===== config.mk =====
export PLATFORM = sky130hd
export DESIGN_NAME = pe_drain
export DESIGN_NICKNAME = d
export VERILOG_FILES = /design/src/rtl/raven_pe_pkg.sv /design/src/rtl/pe_drain_fifo.sv /design/src/rtl/pe_drain.sv
export SDC_FILE = /design/constraint.sdc
export NUM_CORES = 1
export LEC_CHECK = 0
export ABC_AREA = 1
export BUFFER_PORTS_ARGS = -buffer_cell sky130_fd_sc_hd__buf_2
export CAP_MARGIN = 5
export CORE_ASPECT_RATIO = 1.5
export CORE_MARGIN = 2
export CORE_UTILIZATION = 60
export CTS_BUF_LIST = sky130_fd_sc_hd__clkbuf_4 sky130_fd_sc_hd__clkbuf_8
export CTS_CLUSTER_DIAMETER = 120
export DETAILED_ROUTE_END_ITERATION = 12
export GPL_ROUTABILITY_DRIVEN = 0
export PLACE_DENSITY = 0.79
export SLEW_MARGIN = 20
export SYNTH_ARGS = -nofsm -noshare
export SYNTH_HDL_FRONTEND = slang
export SYNTH_SLANG_ARGS = --single-unit

===== constraint.sdc =====
create_clock -name clk -period 4.8 [get_ports clk]
set_input_delay 0.24 -clock clk [delete_from_list [all_inputs] [get_ports clk]]
set_output_delay 0.24 -clock clk [all_outputs]
set_load 0.01 [all_outputs]

===== src/rtl/raven_pe_pkg.sv =====
// Shared fixed-point constants and requantization helper for the PE array datapath.
package raven_pe_pkg;

    localparam int unsigned PE_INT_BW = 5;
    localparam int unsigned PE_FRA_BW = 10;
    localparam int unsigned PE_MUL_BW = 1 + PE_INT_BW + PE_FRA_BW;
    localparam int unsigned PE_ACC_BW = 32;

    // Saturation bounds of the MUL_BW format, expressed at accumulator width.
    localparam logic signed [PE_ACC_BW-1:0] ACC_SAT_MAX =
        {{(PE_ACC_BW-PE_MUL_BW+1){1'b0}}, {(PE_MUL_BW-1){1'b1}}};
    localparam logic signed [PE_ACC_BW-1:0] ACC_SAT_MIN =
        {{(PE_ACC_BW-PE_MUL_BW+1){1'b1}}, {(PE_MUL_BW-1){1'b0}}};

    typedef struct packed {
        logic                 sat;
        logic [PE_MUL_BW-1:0] val;
    } req_t;

    function automatic req_t sat_requant(input logic signed [PE_ACC_BW-1:0] acc);
        logic signed [PE_ACC_BW-1:0] t;
        req_t r;
        t = acc >>> PE_FRA_BW;
        if (t > ACC_SAT_MAX) begin
            r.val = {1'b0, {(PE_MUL_BW-1){1'b1}}};
            r.sat = 1'b1;
        end else if (t < ACC_SAT_MIN) begin
            r.val = {1'b1, {(PE_MUL_BW-1){1'b0}}};
            r.sat = 1'b1;
        end else begin
            r.val = t[PE_MUL_BW-1:0];
            r.sat = 1'b0;
        end
        return r;
    endfunction

endpackage


===== src/rtl/pe_drain_fifo.sv =====
// Synchronous row FIFO; a push into a full FIFO is accepted only alongside a pop.
module pe_drain_fifo #(
    parameter int unsigned WIDTH = 68,
    parameter int unsigned DEPTH = 4
) (
    input  logic                     clk,
    input  logic                     rst_n,
    input  logic                     clr,
    input  logic                     push,
    input  logic                     pop,
    input  logic [WIDTH-1:0]         wdata,
    output logic [WIDTH-1:0]         rdata,
    output logic                     full,
    output logic                     empty,
    output logic [$clog2(DEPTH):0]   count
);

    localparam int unsigned AW = $clog2(DEPTH);

    logic [WIDTH-1:0] mem [DEPTH];
    logic [AW-1:0]    wr_ptr_q;
    logic [AW-1:0]    rd_ptr_q;
    logic [AW:0]      cnt_q;
    logic             pop_ok;
    logic             push_ok;

    assign empty   = (cnt_q == '0);
    assign full    = (cnt_q == (AW+1)'(DEPTH));
    assign pop_ok  = pop && !empty;
    assign push_ok = push && (!full || pop_ok);
    assign count   = cnt_q;
    assign rdata   = empty ? '0 : mem[rd_ptr_q];

    always_ff @(posedge clk or negedge rst_n) begin
        if (!rst_n) begin
            wr_ptr_q <= '0;
            rd_ptr_q <= '0;
            cnt_q    <= '0;
        end else if (clr) begin
            wr_ptr_q <= '0;
            rd_ptr_q <= '0;
            cnt_q    <= '0;
        end else begin
            if (push_ok) wr_ptr_q <= wr_ptr_q + 1'b1;
            if (pop_ok)  rd_ptr_q <= rd_ptr_q + 1'b1;
            if (push_ok && !pop_ok)      cnt_q <= cnt_q + 1'b1;
            else if (!push_ok && pop_ok) cnt_q <= cnt_q - 1'b1;
        end
    end

    always_ff @(posedge clk) begin
        if (push_ok && !clr) mem[wr_ptr_q] <= wdata;
    end

endmodule


===== src/rtl/pe_drain.sv =====
// Drains the skewed bottom row of the PE array: de-skew, saturating requant, row FIFO.
module pe_drain
    import raven_pe_pkg::*;
#(
    parameter int unsigned INT_BW = PE_INT_BW,
    parameter int unsigned FRA_BW = PE_FRA_BW,
    parameter int unsigned MUL_BW = PE_MUL_BW,
    parameter int unsigned ACC_BW = PE_ACC_BW,
    parameter int unsigned COLS   = 4,
    parameter int unsigned DEPTH  = 4
) (
    input  logic                     clk,
    input  logic                     rst_n,
    input  logic                     clr,
    input  logic                     in_valid,
    input  logic [COLS*ACC_BW-1:0]   in_data,
    output logic                     out_valid,
    input  logic                     out_ready,
    output logic [COLS*MUL_BW-1:0]   out_data,
    output logic [COLS-1:0]          out_sat,
    output logic [$clog2(DEPTH):0]   fifo_cnt,
    output logic                     ovf_err
);

    localparam int unsigned ROW_W = COLS * (MUL_BW + 1);

    logic [ACC_BW-1:0]      aligned [COLS];
    logic                   aligned_valid;
    logic [COLS*MUL_BW-1:0] row_data;
    logic [COLS-1:0]        row_sat;
    req_t                   req;

    logic                   sat_valid_q;
    logic [COLS*MUL_BW-1:0] sat_data_q;
    logic [COLS-1:0]        sat_flag_q;
    logic                   ovf_q;

    logic                   fifo_full;
    logic                   fifo_empty;
    logic [ROW_W-1:0]       fifo_rdata;

    // Lane j arrives j cycles late, so it needs COLS-1-j stages to line up with lane COLS-1.
    for (genvar j = 0; j < COLS; j++) begin : g_lane
        localparam int unsigned STAGES = COLS - 1 - j;
        if (STAGES == 0) begin : g_direct
            assign aligned[j] = in_data[j*ACC_BW +: ACC_BW];
        end else begin : g_dly
            logic [ACC_BW-1:0] dly_q [STAGES];
            always_ff @(posedge clk or negedge rst_n) begin
                if (!rst_n) begin
                    for (int i = 0; i < STAGES; i++) dly_q[i] <= '0;
                end else begin
                    dly_q[0] <= in_data[j*ACC_BW +: ACC_BW];
                    for (int i = 1; i < STAGES; i++) dly_q[i] <= dly_q[i-1];
                end
            end
            assign aligned[j] = dly_q[STAGES-1];
        end
    end

    if (COLS == 1) begin : g_vld_direct
        assign aligned_valid = in_valid;
    end else begin : g_vld_chain
        logic [COLS-2:0] vld_q;
        always_ff @(posedge clk or negedge rst_n) begin
            if (!rst_n) begin
                vld_q <= '0;
            end else if (clr) begin
                vld_q <= '0;
            end else begin
                vld_q[0] <= in_valid;
                for (int i = 1; i < COLS - 1; i++) vld_q[i] <= vld_q[i-1];
            end
        end
        assign aligned_valid = vld_q[COLS-2];
    end

    always_comb begin
        row_data = '0;
        row_sat  = '0;
        req      = '0;
        for (int j = 0; j < COLS; j++) begin
            req                         = sat_requant(aligned[j]);
            row_data[j*MUL_BW +: MUL_BW] = req.val;
            row_sat[j]                  = req.sat;
        end
    end

    always_ff @(posedge clk or negedge rst_n) begin
        if (!rst_n) begin
            sat_valid_q <= 1'b0;
            sat_data_q  <= '0;
            sat_flag_q  <= '0;
        end else begin
            sat_valid_q <= aligned_valid && !clr;
            sat_data_q  <= row_data;
            sat_flag_q  <= row_sat;
        end
    end

    // A full FIFO only accepts the row if the head leaves on the same edge.
    always_ff @(posedge clk or negedge rst_n) begin
        if (!rst_n) begin
            ovf_q <= 1'b0;
        end else if (clr) begin
            ovf_q <= 1'b0;
        end else if (sat_valid_q && fifo_full && !out_ready) begin
            ovf_q <= 1'b1;
        end
    end

    pe_drain_fifo #(
        .WIDTH (ROW_W),
        .DEPTH (DEPTH)
    ) u_fifo (
        .clk   (clk),
        .rst_n (rst_n),
        .clr   (clr),
        .push  (sat_valid_q),
        .pop   (out_ready),
        .wdata ({sat_flag_q, sat_data_q}),
        .rdata (fifo_rdata),
        .full  (fifo_full),
        .empty (fifo_empty),
        .count (fifo_cnt)
    );

    assign out_valid = !fifo_empty;
    assign out_data  = fifo_rdata[COLS*MUL_BW-1:0];
    assign out_sat   = fifo_rdata[ROW_W-1 -: COLS];
    assign ovf_err   = ovf_q;

endmodule

# Word-level counts from Yosys, hierarchy flattened
# Memory sizes are Yosys's and may differ from the RTL's.
# Cells that the tools add are included.
dict set report totals {
  register_bits 272
  latchBits 0
  ramBits 272
  romBits 0
  inputBits 133
  out_inout_bits 73
  word_cells 69
  n_memories 1
}
dict set report op_classes {
  addsub 4
  n_mul 0
  n_div 0
  order_cmp 8
  n_eq_ne 1
  shift 0
  n_mux 21
  bitwise_logic 0
  reduce_logical 20
}
# memory depth width rd rd_clocked_by_memory_dff write_ports line_no
set mem_list {}
lappend mem_list {u_fifo.mem 4 68 1 0 1 pe_drain_fifo.sv:20} ;# logic [WIDTH-1:0] mem [DEPTH];
# op n
set ops {}
lappend ops {{17-bit two-way mux} 8}
lappend ops {{22-bit by 16-bit greater-than comparator with 1-bit output (second input constant)} 4}
lappend ops {{22-bit by 16-bit < comparator with 1-bit output (second input constant)} 4}
lappend ops {{68-bit two-way mux} 1}
lappend ops {{3-bit two-way mux} 4}
lappend ops {{1-bit logical AND} 8}
lappend ops {{2-bit two-way mux} 4}
lappend ops {{1-bit zero test} 6}
lappend ops {{2-bit nonzero test} 3}
lappend ops {{2-bit by 1-bit adder with 2-bit output (second input constant)} 2}
lappend ops {{1-bit two-way mux} 4}
lappend ops {{3-bit by 1-bit adder with 3-bit output (second input constant)} 1}
lappend ops {{3-bit == test (second input constant)} 1}
lappend ops {{3-bit zero test} 1}
lappend ops {{3-bit nonzero test} 1}
lappend ops {{3-bit by 1-bit subtractor with 3-bit output (second input constant)} 1}
lappend ops {{1-bit logical OR} 1}

# Logic depth before layout (Yosys ltp)
dict set report depth {
  depth_word 10
  mapped_depth 10
}

# Modules after synthesis
# From an unflattened synthesis, not the netlist that was laid out.
dict set report hier_totals {
  cells_unflattened 1276
  area_unflattened_um2 17023.8
}
# module instances cells_each area_each_um2
set modules_own_cells {}
lappend modules_own_cells {pe_drain_fifo 1 872 11081.9}
lappend modules_own_cells {pe_drain 1 404 5941.9}

# Worst setup path before layout
# OpenSTA, ideal clock, no wires.
dict set report synth_timing {
  kind {reg2reg}
  from {register u_fifo.cnt_q[1] (netlist: u_fifo.count[1])}
  to {memory u_fifo.mem[0][0] (enable)}
  setup_ns 0.494
  arrival_time_ns 3.776
  required_ns 4.306
  slack_ns 0.529
  stages_incl_launch_ff 7
  n_path_buf 0
  cell_sequence {dfrtp_1 > nor2_2 > nand2_1 > o21ai_0 > nor2_1 > inv_1 > nor2_1}
}
dict set report synth_between {
  elab_chain_len 8
  word_cells_on_any_way 10
  cone_classes {eq/ne: 1; mux: 2; reduce/logical: 7}
}
# item line_no
set synth_rtl {}
lappend synth_rtl {{from (decl)} pe_drain_fifo.sv:23} ;# logic [AW:0] cnt_q;
lappend synth_rtl {{from (signal assigned)} pe_drain_fifo.sv:46} ;# if (push_ok && !pop_ok) cnt_q <= cnt_q + 1'b1;
lappend synth_rtl {{from (signal assigned)} pe_drain_fifo.sv:47} ;# else if (!push_ok && pop_ok) cnt_q <= cnt_q - 1'b1;
lappend synth_rtl {{3-bit zero test} pe_drain_fifo.sv:27} ;# assign empty = (cnt_q == '0);
lappend synth_rtl {{1-bit zero test} pe_drain_fifo.sv:29} ;# assign pop_ok = pop && !empty;
lappend synth_rtl {{1-bit logical AND} pe_drain_fifo.sv:29}
lappend synth_rtl {{1-bit logical OR *} pe_drain_fifo.sv:30} ;# assign push_ok = push && (!full || pop_ok);
lappend synth_rtl {{1-bit logical AND *} pe_drain_fifo.sv:30}
lappend synth_rtl {{1-bit logical AND *} pe_drain_fifo.sv:52} ;# if (push_ok && !clr) mem[wr_ptr_q] <= wdata;
lappend synth_rtl {{1-bit two-way mux *} pe_drain_fifo.sv:52}
lappend synth_rtl {{1-bit two-way mux (implied by the code) *} pe_drain_fifo.sv:52}
lappend synth_rtl {{to (decl)} pe_drain_fifo.sv:20}
# Every way passes the cells marked *; elsewhere a longest branch is shown, timed or not.

# Worst setup path after layout
dict set report layout_timing {
  from {register u_fifo.rd_ptr_q[0]}
  to {output out_data[55]}
}
dict set report layout_between {
  elab_chain_len 2
}
# item line_no
set layout_rtl {}
lappend layout_rtl {{from (decl)} pe_drain_fifo.sv:22} ;# logic [AW-1:0] rd_ptr_q;
lappend layout_rtl {{from (signal assigned)} pe_drain_fifo.sv:45} ;# if (pop_ok) rd_ptr_q <= rd_ptr_q + 1'b1;
lappend layout_rtl {{memory read 4 x 68 bit} -}
lappend layout_rtl {{68-bit two-way mux} pe_drain_fifo.sv:32} ;# assign rdata = empty ? '0 : mem[rd_ptr_q];
lappend layout_rtl {{to (decl)} pe_drain.sv:19} ;# output logic [COLS*MUL_BW-1:0] out_data,
# Every way passes these cells.

==> out/metrics.yaml <==
status:
  status: "complete, no violations"
setup_path:
  reg2regPathDepth: 6
  cp_max_fo: 77
  crit_type: "reg -> out"
  cp_data_arrival_time_ns: 3.22
  end_kind: "output pin"
  startpoint: "u_fifo.rd_ptr_q[0]$_DFFE_PN0P_"
  cp-start-kind: "register"
  rrSetupSlack_ns: 2.14
  cp.required_ns: 4.56
  timing.rr.start: "u_fifo.count[2]$_DFFE_PN0P_"
  crit-reg2reg-capture: "u_fifo.mem[2][34]$_DFFE_PP_"
detailed_routing:
  vias: 10500
  wl_mm: 36.4
  drt_iter0_drc: 781
  wl_per_cell_um: 19.0
  drc: 0
  first_pass_iters: 5
  via_per_inst: 5.49
  postRouteAntennaNets: 0
power_and_ir_drop:
  p_clk_share_pct: 33.2
  combPwrFrac_pct: 17.9
  p_sw_uw: 2700
  finalPower_uw: 9490
  p_int_uw: 6790
  ir_worst_vdd_uv: 355
  p_leak_uw: 0.00812
  switching_share_pct: 28.5
  p_seq_share_pct: 49.0
  cellPowerDensity_nw_per_um2: 470
yosys:
  post_synth_instance_area_um2: 17000
  ys_ff_latch: 484
  netlist_top_cells_area: "edfxtp_1 (48%), dfrtp_1 (31%), nor2_1 (6.4%), o21ai_0 (4.1%), nand2_1 (3.0%)"
  synthFlopType: "edfxtp_1"
  yosys.cell_types.count: 26
  synth_edf_count: 272
  synth_top_area_share_pct: 48.2
  syn_area_per_cell_um2: 13.6
  ys_warn_count: 0
  seq_area_frac_synth_pct: 79.5
  synth_most_common_cell: "nor2_1"
  synthCells: 1245
  netlist_top_cells_count: "nor2_1 (289), edfxtp_1 (272), dfrtp_1 (212), o21ai_0 (138), nand2_1 (135)"
  syn_nets: 1383
  synth_top_area_cell: "edfxtp_1"
  ys_async_sr_fraction_pct: 43.8
worst_hold_path:
  hold_path_depth: 5
  hp-class: "in -> reg"
  worstHoldStart: "in_data[124]"
  min_to: "sat_data_q[54]$_DFF_PN0_"
floorplan:
  die_w_um: 141
  die_height_um: 210
  rows: 75
  die_area_um2: 29600
  num_io_pins: 206
  start_util_pct: 60.8
  core-area_um2: 27900
cts:
  cts_tree: "yes"
  cts-resized-gates: 0
  clk_latency_ns: 0.58
  clockRootBuffer: "clkbuf_8"
  cts_buffer_depth: 3
  h-tree-depth: 3
  cts_sinks: 484
  cts.clk_slew.worst_paths_ns: 0.07
  cts_buffers: 67
sta:
  max_slew_margin_pct: 25.3
  period_minus_slack_ns: 3.46
  hold_viol_final: 0
  final-setup-viol-count: 0
  rsz0062_at_grt: "false"
  timing.hold.ws_ns: 0.219
  timing.final.ws_setup_ns: 1.34
  max_freq_mhz: 289
  finalCritPeriodShare_pct: 72.2
  tightest_slew_ns: 1.12
  slew_viol_final: 0
  final.setup_skew_ns: 0.0333
  finalSetupTns_ns: 0
final_layout:
  drive_gt1_share_pct: 19.5
  area_growth_pct: 19.1
  final_cells: 1913
  nets: 1652
place:
  place_inst: 1704
  hpwl_mm: 17.5
  place.port_buffers: 165
  pre_cts_ws_ns: 1.97
grt:
  grt_overflow: 0
  grt_pass1_vias: 11100
  grt_antenna_before_repair: 0
  grt_max_degree: 122
  grt_pass1_wl_mm: 56.1
  track_usage_pct: 24.8
flow_run:
  cap_violations: 0
[logic make-up after synthesis]
logic type | synth area share, %
and+or+nand+nor | 9.95
AOI/OAI and AO/OA | 7.08
DFF | 79.5
buffers and inverters | 3.10
adders and majority gates | 0.413
[area by class of cell]
type                    count  area (um2)
clock buffers             104        1290
clock inverters            17        78.8
multi-input cells         667        2990
repair buffers            264        1810
flip-flops and latches    484       13500
inverters                  30         115
fillers                  1637        7680
diodes                      1        2.50
well taps                 346         433
[per-layer routing]
| layer | wire length [um] | GRT usage (%) |
|---|---|---|
| met4 | 1140 | 11.0 |
| met3 | 2380 | 4.97 |
| met5 | 0 | 0 |
| met1 | 13400 | 29.2 |
| met2 | 19500 | 44.1 |
[critical path, stage by stage (launching register included)]
cell	delay, ns
dfrtp_4	0.76
inv_4	0.69
buf_4	0.45
o21ai_0	0.23
a21oi_1	0.23
buf_2	0.20
[flip-flops by register name, summed over array words and instances (netlist names), 2 cells and up]
signal,cells
sat_flag_q,4
g_vld_chain.vld_q,3
u_fifo.mem,272
u_fifo.wr_ptr_q,2
g_lane.g_dly.dly_q,88
u_fifo.rd_ptr_q,2
sat_data_q,64
u_fifo.count,3
aligned,44
[placed cells by master, fill, tap and decap left out, types with 9 or more instances in the layout]
cell type | netlist | routed
o21ai_0 | 138 | 138
nand2_1 | 135 | 135
edfxtp_1 | 272 | 272
clkinv_1 | 0 | 9
buf_2 | 9 | 164
clkbuf_8 | 0 | 81
clkbuf_4 | 0 | 23
buf_4 | 7 | 11
dlygate4sd3_1 | 0 | 87
nor2_1 | 289 | 285
dfrtp_1 | 212 | 210
a21oi_1 | 71 | 71
inv_1 | 27 | 27
[stage by stage]
stage               util, %  area (um2)
global route           72.4       20200
CTS                    72.4       20200
detailed placement     64.4       18000
global placement       64.4       18000
finish                 72.4       20200
floorplan                 -       17000
[power groups by stage]
| stage | registers [uW] | clock network (uW) | logic, uW |
|---|---|---|---|
| after floorplan | 4660 | 0 | 1020 |
| after global placement | 4720 | 0 | 1590 |
| after detailed placement | 4730 | 0 | 1610 |
| after CTS | 4650 | 3180 | 1680 |
| after global routing | 4660 | 3380 | 1840 |
| final | 4650 | 3150 | 1700 |
[timing repair]
action | 4_1_cts | 5_1_grt
hold buffers | 87 | 0
setup buffers | 0 | 0
endpoints found under the hold margin | 207 | 0
[how the worst max path moves through the flow]
stage | to | slack (ns) | cells past startpoint
global placement | out_data[31] | 2.00 | 6
detailed placement | out_data[31] | 1.97 | 6
floorplan | u_fifo.mem[0][0]$_DFFE_PP_ | 0.53 | 6
CTS | out_data[31] | 1.33 | 6
finish | out_data[55] | 1.34 | 5
global route | out_data[55] | 1.17 | 5
Power figures use the tool's default switching activity.
